File: config.mk
export PLATFORM = sky130hd
export DESIGN_NAME = rs232_tx_arbiter
export DESIGN_NICKNAME = d
export VERILOG_FILES = /design/src/rtl/soc_io_pkg.sv /design/src/rtl/rr_pick.sv /design/src/rtl/rs232_tx_arbiter.sv
export SDC_FILE = /design/constraint.sdc
export NUM_CORES = 1
export LEC_CHECK = 0
export CORE_MARGIN = 2
export CORE_UTILIZATION = 43
export DETAILED_ROUTE_END_ITERATION = 10
export GPL_TIMING_DRIVEN = 0
export PLACE_DENSITY = 0.73
export SLEW_MARGIN = 10
export SYNTH_ARGS = -nofsm -noshare
export SYNTH_HDL_FRONTEND = slang
export SYNTH_SLANG_ARGS = --single-unit
File: constraint.sdc
create_clock -name clk -period 5.2 [get_ports clk]
set_clock_uncertainty 0.15 [all_clocks]
set_input_delay 1.04 -clock clk [delete_from_list [all_inputs] [get_ports clk]]
set_output_delay 1.04 -clock clk [all_outputs]
set_load 0.01 [all_outputs]
File: src/rtl/soc_io_pkg.sv
// Shared SoC I/O definitions: arbiter FSM state encoding and requester limits.
package soc_io_pkg;

   localparam logic [1:0] IDLE      = 2'd0;
   localparam logic [1:0] ISSUE     = 2'd1;
   localparam logic [1:0] WAIT_BUSY = 2'd2;
   localparam logic [1:0] WAIT_DONE = 2'd3;

   localparam int NREQ_MAX = 8;

endpackage

File: src/rtl/rr_pick.sv
// Combinational round-robin picker: first set mask bit at or after start, wrapping.
module rr_pick #(
   parameter int N = 4,
   parameter int W = (N > 1) ? $clog2(N) : 1
) (
   input  logic [N-1:0] mask,
   input  logic [W-1:0] start,
   output logic [W-1:0] winner,
   output logic         any_valid
);

   logic [W:0]   sum;
   logic [W-1:0] idx;

   // Scan from the far end so the candidate closest to start is written last and wins.
   always_comb begin
      winner    = '0;
      any_valid = 1'b0;
      sum       = '0;
      idx       = '0;
      for (int k = N - 1; k >= 0; k--) begin
         sum = {1'b0, start} + (W + 1)'(k);
         if (sum >= (W + 1)'(N)) begin
            sum = sum - (W + 1)'(N);
         end
         idx = sum[W-1:0];
         if (mask[idx]) begin
            winner    = idx;
            any_valid = 1'b1;
         end
      end
   end

endmodule

File: src/rtl/rs232_tx_arbiter.sv
// Round-robin arbiter sharing one RS232 byte transmitter among NREQ requesters,
// with per-requester lock for atomic messages and an idle-lock timeout.
module rs232_tx_arbiter
   import soc_io_pkg::*;
#(
   parameter int NREQ    = 4,
   parameter int LOCK_TO = 4096,
   parameter int TOW     = 13
) (
   input  logic                    clk,
   input  logic                    rst,
   input  logic [NREQ-1:0]         req,
   input  logic [NREQ-1:0]         lock,
   input  logic [8*NREQ-1:0]       data,
   output logic [NREQ-1:0]         ack,
   output logic                    tx_start,
   output logic [7:0]              tx_data,
   input  logic                    tx_rdy,
   output logic [$clog2(NREQ)-1:0] owner,
   output logic                    locked,
   output logic                    busy
);

   localparam int              OW      = $clog2(NREQ);
   localparam logic [OW-1:0]   LAST    = OW'(NREQ - 1);
   localparam logic [TOW-1:0]  TO_LAST = TOW'(LOCK_TO - 1);

   logic [1:0]     state;
   logic [TOW-1:0] to_cnt;
   logic           wb_cnt;

   logic [OW-1:0]  rr_start;
   logic [OW-1:0]  rr_win;
   logic           rr_any;
   logic [7:0]     bytes [NREQ];

   logic           grant;
   logic [OW-1:0]  grant_idx;
   logic           unlock;
   logic           cnt_inc;
   logic           cnt_clr;

   for (genvar i = 0; i < NREQ; i++) begin : g_bytes
      assign bytes[i] = data[8*i +: 8];
   end

   assign rr_start = (owner == LAST) ? '0 : owner + OW'(1);
   assign busy     = (state != IDLE);

   rr_pick #(
      .N (NREQ),
      .W (OW)
   ) u_pick (
      .mask      (req),
      .start     (rr_start),
      .winner    (rr_win),
      .any_valid (rr_any)
   );

   // IDLE decision: locked owner first, otherwise round-robin after the last owner.
   always_comb begin
      grant     = 1'b0;
      grant_idx = rr_win;
      unlock    = 1'b0;
      cnt_inc   = 1'b0;
      cnt_clr   = 1'b0;
      if (locked) begin
         if (req[owner]) begin
            grant     = tx_rdy;
            grant_idx = owner;
            cnt_clr   = 1'b1;
         end else if (!lock[owner]) begin
            unlock  = 1'b1;
            cnt_clr = 1'b1;
            grant   = tx_rdy && rr_any;
         end else if (LOCK_TO != 0) begin
            if (to_cnt == TO_LAST) begin
               unlock  = 1'b1;
               cnt_clr = 1'b1;
            end else begin
               cnt_inc = 1'b1;
            end
         end
      end else begin
         grant = tx_rdy && rr_any;
      end
   end

   always_ff @(posedge clk or negedge rst) begin
      if (!rst) begin
         state    <= IDLE;
         ack      <= '0;
         tx_start <= 1'b0;
         tx_data  <= '0;
         owner    <= LAST;
         locked   <= 1'b0;
         to_cnt   <= '0;
         wb_cnt   <= 1'b0;
      end else begin
         case (state)
            IDLE: begin
               if (unlock) begin
                  locked <= 1'b0;
               end
               if (cnt_clr) begin
                  to_cnt <= '0;
               end else if (cnt_inc) begin
                  to_cnt <= to_cnt + TOW'(1);
               end
               if (grant) begin
                  state    <= ISSUE;
                  owner    <= grant_idx;
                  tx_data  <= bytes[grant_idx];
                  tx_start <= 1'b1;
                  ack      <= NREQ'(1) << grant_idx;
               end
            end
            ISSUE: begin
               tx_start <= 1'b0;
               ack      <= '0;
               locked   <= lock[owner];
               wb_cnt   <= 1'b0;
               state    <= WAIT_BUSY;
            end
            // A transmitter that never drops rdy is abandoned after two cycles.
            WAIT_BUSY: begin
               if (!tx_rdy) begin
                  state <= WAIT_DONE;
               end else if (wb_cnt) begin
                  state <= IDLE;
               end else begin
                  wb_cnt <= 1'b1;
               end
            end
            WAIT_DONE: begin
               if (tx_rdy) begin
                  state <= IDLE;
               end
            end
            default: state <= IDLE;
         endcase
      end
   end

endmodule

==> results of run 1 <==
[synthesized netlist by cell type (3+ instances only)]
master / count / area (µm²)
nor2_1: 32 / 120
dfrtp_1: 30 / 751
nand2_1: 29 / 109
mux2i_1: 22 / 220
o21ai_0: 16 / 80.1
mux2_2: 9 / 101
o22ai_1: 9 / 56.3
a211o_1: 8 / 70.1
nand3_1: 8 / 40.0
a211oi_1: 7 / 52.6
buf_2: 6 / 30.0
inv_1: 6 / 22.5
a21oi_1: 5 / 25.0
a21o_1: 4 / 30.0
and3_1: 4 / 25.0
clkbuf_1: 4 / 15.0
nand2b_1: 4 / 25.0
o31ai_1: 4 / 30.0
xnor2_1: 3 / 26.3
xor2_1: 3 / 26.3
[flip-flops by register name (all words and copies together) (netlist names)]
| register | count |
|---|---|
| ack | 4 |
| locked | 1 |
| owner | 2 |
| state | 2 |
| to_cnt | 13 |
| tx_data | 8 |
| tx_start | 1 |
| wb_cnt | 1 |
[per-layer routing]
layer / track usage, % / vias to the layer above / wire length [µm]
met5: 0 / - / 0
met4: 3.77 / 0 / 37
met3: 6.02 / 5 / 312
met2: 34.1 / 48 / 2560
met1: 29.9 / 994 / 2610
li1: - / 1027 / -
[logic make-up (layout without fill, tap and decap cells)]
kind of cell	count (synthesis)	count (layout)	share of synthesized area, %
AND/OR/NAND/NOR	89	89	18.3
AO/OA/AOI/OAI	66	66	21.5
multiplexers	32	32	15.5
flip-flops	32	32	37.1
buffers and inverters	18	83	3.99
XOR/XNOR	6	6	2.43
adder cells (fa/ha/maj)	2	2	1.16
[worst reg2reg max path, stage by stage (launching register included)]
cell	delay, ps
dfstp_2	600
ha_1	280
nand2b_1	80
o2bb2ai_1	140
a22oi_2	250
and3_1	190
a211o_1	180
clkbuf_1	420
a211oi_1	120
a211o_1	290
[per-stage QoR]
stage / util [%] / worst slack (ps) / hold slack [ps]
after CTS: 61.2 / 1840 / 338
after floorplan: - / 2130 / 314
after detailed placement: 58.8 / 1540 / 315
after global placement: 58.9 / 1530 / 311
final: 61.2 / 1820 / 332
after global routing: 61.2 / 1710 / 353
[power breakdown]
part	internal (mW)	switching, mW	leakage, nW
registers	0.337	0.0660	0.404
clock network	0.142	0.102	0.0541
logic	0.456	0.522	0.843
[placed cells by master (no fill, tap or decap), drive strengths merged, types with 7 or more instances in the layout]
| master | n |
|---|---|
| a211o | 8 |
| mux2i | 22 |
| dfrtp | 30 |
| a211oi | 7 |
| o21ai | 17 |
| clkdlybuf4s50 | 56 |
| buf | 9 |
| clkbuf | 9 |
| nand2 | 29 |
| nand3 | 8 |
| mux2 | 10 |
| o22ai | 9 |
| nor2 | 33 |
[layout make-up]
cell class | count | area [µm²] | share of cell area [%]
buffer | 12 | 63.8 | 2.18
clock inverter | 3 | 42.5 | 1.45
sequential | 32 | 803 | 27.4
inverter | 6 | 22.5 | 0.770
timing repair buffer | 57 | 566 | 19.3
tap | 67 | 83.8 | 2.86
multi-input combinational | 195 | 1280 | 43.6
clock buffer | 5 | 68.8 | 2.35
[worst max path at each step]
stage / endpoint / start / depth (start not counted)
floorplan: tx_data[7]$_DFFE_PN0P_ / req[3] / 8
global placement: tx_data[4]$_DFFE_PN0P_ / req[0] / 9
detailed placement: tx_data[5]$_DFFE_PN0P_ / req[0] / 9
CTS: tx_data[5]$_DFFE_PN0P_ / req[0] / 9
global route: tx_data[4]$_DFFE_PN0P_ / req[0] / 9
finish: tx_data[4]$_DFFE_PN0P_ / req[0] / 9
==> results.yml, run 1 <==
run_status:
  outcome: "finished, final reports clean"
power_and_ir_drop:
  p_per_area_nw_per_um2: 555
  power_mw: 1.63
  ir_drop_mv: 0.291
  p_leak_nw: 1.30
routing:
  routed_wl_um: 5520
  vias_per_cell: 5.50
  drc: 0
  drtIter0Drc: 94
  vias: 2074
  antenna_left: 0
  wire_per_inst_um: 14.6
  first_pass_iters: 4
logic_synthesis:
  ys_seq_area_share_pct: 37.1
  synthArstFlopShare_pct: 100
  dominantRegCellSynth: "dfrtp_1"
  syn_nets: 290
  synth_seq_cells: 32
  synth_area_um2: 2170
  yosysWarnings: 0
  synth_area_per_cell_um2: 8.84
  syn_inst: 245
  synth_edf_count: 0
  synth_cell_types: 46
timing:
  slew_headroom_pct: 51.4
  hold_viol: 0
  maxSlewViolCount: 0
  tightest_slew_ps: 728
  fin_tns_setup_ps: 0
  period_needed_ps: 3380
  fin_crit_sh_pct: 65.1
  setup_viol: 0
  rsz0062_at_grt: "no"
  max_freq_mhz: 295
clocking:
  cts.clk_slew.worst_paths_ps: 60
  cts_resized: 0
  clockBufferDepth: 2
  cts-buffers-inserted: 5
  post_cts_buffers: 0
  clkLatencyLatePin_ps: 290
  numClockSinks: 32
  htree_levels: 2
  cts_tree: "built"
  ctsHoldBuffers: 0
  root_buffer: "clkbuf_8"
min_path:
  whs_path_depth: 2
  whs_endpoint: "tx_start$_DFFE_PN0P_"
  min_path_type: "reg -> reg"
  worstHoldStart: "tx_start$_DFFE_PN0P_"
layout:
  fin_nets: 354
  fin_area_um2: 2930
  syn_to_final_growth_pct: 35.1
  layoutNonFillerInstCount: 377
  drive_gt1_share_pct: 11.0
  fillers: 435
  n_antenna_cell: 0
critical_path:
  crit_required_ps: 5220
  endpoint_kind: "register"
  path_class: "in -> reg"
  start_kind: "input port"
  critPathArrivalTime_ps: 3400
  cp_num_buf_inv: 2
  ff2ff_setup_slack_ps: 2380
  critPathSlowestCell: "clkdlybuf4s50_1"
  cp_top_family: "buffers and inverters"
  path_cells: "clkdlybuf4s50_1, or4b_1, o21ai_2, a22oi_2, nand2_1, a211o_1, clkbuf_1, a211oi_1, a211o_1"
  worst_r2r_startpoint: "owner[1]$_DFFE_PN1P_"
  worst-r2r-cell-count: 9
  cpPeakStageDelay_ps: 610
  worstPathMaxFanout: 10
  r2r-end: "tx_data[4]$_DFFE_PN0P_"
  crit_top_cell: "a211o_1"
placed_design:
  place_congestion: 0.867
  dpl.hpwl_um: 4050
  placed_cells_incl_taps: 369
  post_dp_cell_area_um2: 2820
  port_buffers: 57
floorplan:
  dieArea_um2: 5620
  floorplan.core_area_um2: 4790
  initial_core_util_pct: 45.3
  floorplan.rows: 25
  die_h_um: 75.0
  fp.dieW_um: 75.0
  io_pins: 60
run:
  drv_cap: 0
global_route:
  grt_pass1_vias: 2008
  grt_antenna_before_repair: 0
  grt_pass1_wl_um: 9390
  grt_max_degree: 33
  grt_usage_pct: 21.5
  grt_overflow: 0
Power figures use the tool's default switching activity.
==> inputs of run 2 (changes only) <==
Settings changed: PLACE_DENSITY 0.73 to 0.76.
Clock period 5.2 ns to 3.1 ns, I/O delays scaled along.
==> run 2 against run 1 <==
Worst setup slack got worse by 1700 ps. Clock power rose by 65%. Flip-flop and latch count unchanged. Final cell count stayed put. Register-to-register slack worse by 2000 ps. Global-route usage fell by 0.54 points. Critical path depth stayed put. First-iteration DRC count up 4.3%. Power rose by 68%. Sequential share of layout area about the same. Highest routed layer unchanged.
==> results.yml, run 2 (same netlist as run 1, synthesis figures left out) <==
critical_path:
  start_kind: "input port"
  worstPathMaxFanout: 8
  endpoint_kind: "register"
  r2r-end: "tx_data[6]$_DFFE_PN0P_"
  path_class: "in -> reg"
  critPathArrivalTime_ps: 2980
  crit_required_ps: 3130
  ff2ff_setup_slack_ps: 350
  worst_r2r_startpoint: "owner[1]$_DFFE_PN1P_"
  worst-r2r-cell-count: 9
clocking:
  numClockSinks: 32
  cts_tree: "built"
  root_buffer: "clkbuf_8"
  clkLatencyLatePin_ps: 290
  cts.clk_slew.worst_paths_ps: 70
  htree_levels: 2
  clockBufferDepth: 2
  post_cts_buffers: 0
  cts-buffers-inserted: 5
placed_design:
  dpl.hpwl_um: 3940
  pre_cts_ws_ps: -151
  port_buffers: 57
  post_dp_cell_area_um2: 2820
  placed_cells_incl_taps: 369
  place_congestion: 0.878
routing:
  drc: 0
  vias: 2075
  wire_per_inst_um: 14.8
  antenna_left: 0
  first_pass_iters: 4
  drtIter0Drc: 98
  vias_per_cell: 5.50
  routed_wl_um: 5570
power_and_ir_drop:
  p_leak_nw: 1.31
  power_mw: 2.72
  ir_drop_mv: 0.488
  p_per_area_nw_per_um2: 929
timing:
  max_freq_mhz: 338
  fin_ws_ps: 145
  setup_viol: 0
  hold_viol: 0
  fin_crit_sh_pct: 95.3
  rsz0062_at_grt: "no"
  period_needed_ps: 2950
  slew_headroom_pct: 51.5
  tightest_slew_ps: 727
  maxSlewViolCount: 0
layout:
  largest_reg_flops: 13
  largest-register: "to_cnt"
  drive_gt1_share_pct: 11.0
  layoutNonFillerInstCount: 377
  n_antenna_cell: 0
  final_cell_mix: "clkdlybuf4s50_1 (56), nor2_1 (32), dfrtp_1 (30), nand2_1 (29), mux2i_1 (22)"
  multi_input_area_um2: 1280
  mostFrequentLayoutCell: "clkdlybuf4s50_1"
  fin_area_um2: 2930
  regArea_um2: 803
  syn_to_final_growth_pct: 35.2
  top_regs: "to_cnt (13), tx_data (8), ack (4)"
  fillers: 410
  fin_nets: 354
global_route:
  grt_max_degree: 33
  grt_overflow: 0
  use_met3_pct: 4.42
  grt_antenna_before_repair: 0
  use_met2_pct: 32.8
  busiest_layer: "met2"
  grt_util_met1_pct: 28.2
  grt_pass1_vias: 1997
  grt_usage_pct: 21.0
  grt_pass1_wl_um: 8990
floorplan:
  io_pins: 60
  initial_core_util_pct: 45.3
  floorplan.rows: 25
  floorplan.core_area_um2: 4790
  fp.dieW_um: 75.0
  die_h_um: 75.0
  dieArea_um2: 5620
min_path:
  min_path_type: "in -> async"
run:
  drv_cap: 0
run_status:
  outcome: "finished, final reports clean"
[run 2: cell count changes in the layout (fill, tap and decap cells not counted), sizes merged]
cell      before  now
clkbuf         9   10
clkinvlp       1    0
[run 2: layout make-up]
class	instances	area share [%]
inverter	6	0.769
tap	67	2.86
clock inverter	2	1.20
timing repair buffer	57	19.3
buffer	12	2.22
clock buffer	6	2.48
sequential	32	27.4
multi-input combinational	195	43.7
[run 2: where the power goes]
| group | leakage, nW | switching, mW | internal, mW | total [mW] |
|---|---|---|---|---|
| logic | 0.848 | 0.866 | 0.771 | 1.64 |
| clock network | 0.0552 | 0.165 | 0.238 | 0.403 |
| registers | 0.404 | 0.116 | 0.566 | 0.682 |
[run 2: how the worst max path moves through the flow]
stage                                   to  slack [ps]  startpoint
floorplan           tx_data[7]$_DFFE_PN0P_         450      req[3]
global placement    tx_data[4]$_DFFE_PN0P_        -110      req[0]
detailed placement  tx_data[6]$_DFFE_PN0P_        -150      req[0]
CTS                 tx_data[5]$_DFFE_PN0P_         140      req[0]
global route        tx_data[1]$_DFFE_PN0P_           6      req[0]
finish              tx_data[5]$_DFFE_PN0P_         150      req[0]
[run 2: metal layers]
layer	wire (µm)	vias up
li1	-	1019
met1	2620	989
met2	2580	62
met3	291	5
met4	73	0
met5	0	-
[run 2: per-stage QoR]
stage               TNS (ps)  hold slack [ps]  utilization, %
floorplan                  0              174               -
global placement        -852              317            58.9
detailed placement     -1130              325            58.8
CTS                        0              266            61.1
global route               0              292            61.2
finish                     0              224            61.2
[run 2: worst max-delay path: stages]
cell             delay [ps]
clkdlybuf4s50_1         620
or4b_1                  480
o21ai_2                  80
a22oi_2                  90
and3_1                  150
a211o_1                 300
and2_1                  160
buf_2                   180
a211o_1                 310
[run 2: repair_timing]
item | 4_1_cts | 5_1_grt
resized for setup | 0 | 3
hold buffers | 0 | 0
setup endpoints to repair | 0 | 2
==> inputs of run 3 (changes only) <==
Settings changed: CORE_UTILIZATION 43 to 42, SYNTH_HIERARCHICAL set to 1.
==> run 3 against run 2 <==
Fmax grew 1.8%. Critical path depth rose by 1. Power shrank 14%. Worst hold slack gained 13 ps. Die area down 7.9%. Highest routed layer unchanged. Wire length decreased by 22%. Largest power group unchanged. Cell area down 8.5%. Global-route usage is 2.8 points lower. Final cell count shrank 20%. Combinational power is 18% lower. Sequential power hardly changed.
==> results.yml, run 3 <==
run_status:
  outcome: "finished, final reports clean"
timing:
  slew_headroom_pct: 52.3
  fin_ws_ps: 199
  setup_viol: 0
  tightest_slew_ps: 715
  max_freq_mhz: 345
  maxSlewViolCount: 0
  fin_crit_sh_pct: 93.6
  period_needed_ps: 2900
  fin_tns_setup_ps: 0
  rsz0062_at_grt: "no"
  hold_viol: 0
global_route:
  grt_pass1_vias: 1546
  grt_pass1_wl_um: 7220
  grt_antenna_before_repair: 0
  grt_max_degree: 33
  grt_overflow: 0
  grt_usage_pct: 18.1
clocking:
  cts_tree: "built"
  ctsHoldBuffers: 0
  clkLatencyLatePin_ps: 290
  numClockSinks: 32
  clockBufferDepth: 2
  root_buffer: "clkbuf_8"
  cts.clk_slew.worst_paths_ps: 60
  cts-buffers-inserted: 5
  htree_levels: 2
logic_synthesis:
  dominantRegCellSynth: "dfrtp_1"
  synthTopCellsByCount: "dfrtp_1 (30), nor2_1 (23), nand2_1 (16)"
  syn_inst: 184
  synth_seq_cells: 32
  synth_area_per_cell_um2: 10.5
  synth_area_leaders: "dfrtp_1 (39%), mux4_2 (9.3%), mux2_4 (6.2%), nor2_1 (4.5%), xor2_1 (3.6%)"
  yosys.area.top_type: "dfrtp_1"
  yosysWarnings: 6
  yosysMostFrequentCell: "dfrtp_1"
  synth_top_area_share_pct: 38.7
  synth_cell_types: 48
  syn_nets: 229
  synthArstFlopShare_pct: 100
  synth_edf_count: 0
  synth_area_um2: 1940
  ys_seq_area_share_pct: 41.4
routing:
  drtIter0Drc: 104
  vias: 1618
  routed_wl_um: 4360
  wire_per_inst_um: 14.4
  antenna_left: 0
  vias_per_cell: 5.34
  first_pass_iters: 4
  drc: 0
layout:
  utilization_pct: 60.7
  largest-register: "to_cnt"
  fillers: 385
  layoutNonFillerInstCount: 303
  top_regs: "to_cnt (13), tx_data (8), ack (4)"
  mostFrequentLayoutCell: "clkdlybuf4s50_1"
  n_antenna_cell: 0
  syn_to_final_growth_pct: 38.3
  final_cell_mix: "clkdlybuf4s50_1 (58), dfrtp_1 (30), nor2_1 (23), nand2_1 (16), nand3_1 (12)"
  drive_gt1_share_pct: 15.1
  fin_nets: 295
  largest_reg_flops: 13
  multi_input_area_um2: 1090
  regArea_um2: 803
power_and_ir_drop:
  p_per_area_nw_per_um2: 876
  ir_drop_mv: 0.565
  p_leak_nw: 1.15
  power_mw: 2.35
critical_path:
  crit_required_ps: 3120
  path_class: "reg -> reg"
  crit_top_cell: "nor2_1"
  cp_num_buf_inv: 1
  critPathArrivalTime_ps: 2920
  critPathSlowestCell: "dfstp_2"
  worstPathMaxFanout: 10
  path_cells: "ha_1, nor2_1, nor3b_1, a211oi_1, nor2_1, a221o_2, nand2_1, clkbuf_4, mux4_2, mux2_4"
  cpPeakStageDelay_ps: 620
  cp_top_family: "flip-flops"
  endpoint_kind: "register"
  start_kind: "register"
placed_design:
  placed_cells_incl_taps: 295
  dpl.hpwl_um: 3410
  port_buffers: 59
  pre_cts_ws_ps: -105
  place_congestion: 0.817
floorplan:
  initial_core_util_pct: 43.9
  io_pins: 60
  fp.dieW_um: 71.9
  floorplan.rows: 24
  floorplan.core_area_um2: 4410
  die_h_um: 71.9
  dieArea_um2: 5170
min_path:
  min_path_type: "in -> async"
run:
  drv_cap: 0
run 3: path summary, 6_finish.rpt:
check | from | to | slack (ps) | cells past startpoint
worst min-delay path | rst | to_cnt[9]$_DFFE_PN0P_ | 240 | 1
max in group asynchronous | rst | tx_data[0]$_DFFE_PN0P_ | 2110 | 1
worst max register to register | owner[0]$_DFFE_PN1P_ | tx_data[2]$_DFFE_PN0P_ | 200 | 10
min in group clk | tx_data[0]$_DFFE_PN0P_ | tx_data[0]$_DFFE_PN0P_ | 350 | 1
worst min register to register | tx_data[0]$_DFFE_PN0P_ | tx_data[0]$_DFFE_PN0P_ | 350 | 1
worst max-delay path | owner[0]$_DFFE_PN1P_ | tx_data[2]$_DFFE_PN0P_ | 200 | 10
run 3: layer usage:
metal	part of all wire (%)	GRT usage [%]	up-vias
met5	0	0	-
met4	1.7	7.76	0
met2	48	27.8	26
met1	47	25.2	782
met3	3.1	3.61	8
li1	-	-	802
run 3: timing repair:
item	4_1_cts	5_1_grt
endpoints found under the setup margin	0	4
hold endpoints to repair	0	0
setup buffers	0	0
resized for setup	0	1
run 3: final cells by class:
class | instances | share of cell area [%]
clock buffer | 8 | 3.36
sequential | 32 | 30.0
buffer | 4 | 1.03
inverter | 5 | 0.700
tap | 52 | 2.43
multi-input combinational | 143 | 40.7
timing repair buffer | 59 | 21.8
run 3: through the flow:
stage	hold WS, ps	instance area [µm²]
after floorplan	174	1940
after global placement	328	2590
after detailed placement	341	2590
after CTS	261	2680
after global routing	294	2680
final	237	2680
run 3: cells by family after synthesis:
kind of cell | after synthesis | share of synthesized area, %
AND/OR/NAND/NOR | 81 | 21.4
XOR/XNOR | 11 | 4.97
AO/OA/AOI/OAI | 29 | 11.0
adder cells (fa/ha/maj) | 2 | 1.29
multiplexers | 20 | 17.6
flip-flops | 32 | 41.4
buffers and inverters | 9 | 2.26
run 3: report_power, final:
part | internal (mW) | total [mW] | switching (mW)
Combinational | 0.736 | 1.34 | 0.601
Sequential | 0.563 | 0.684 | 0.121
Clock | 0.181 | 0.328 | 0.147
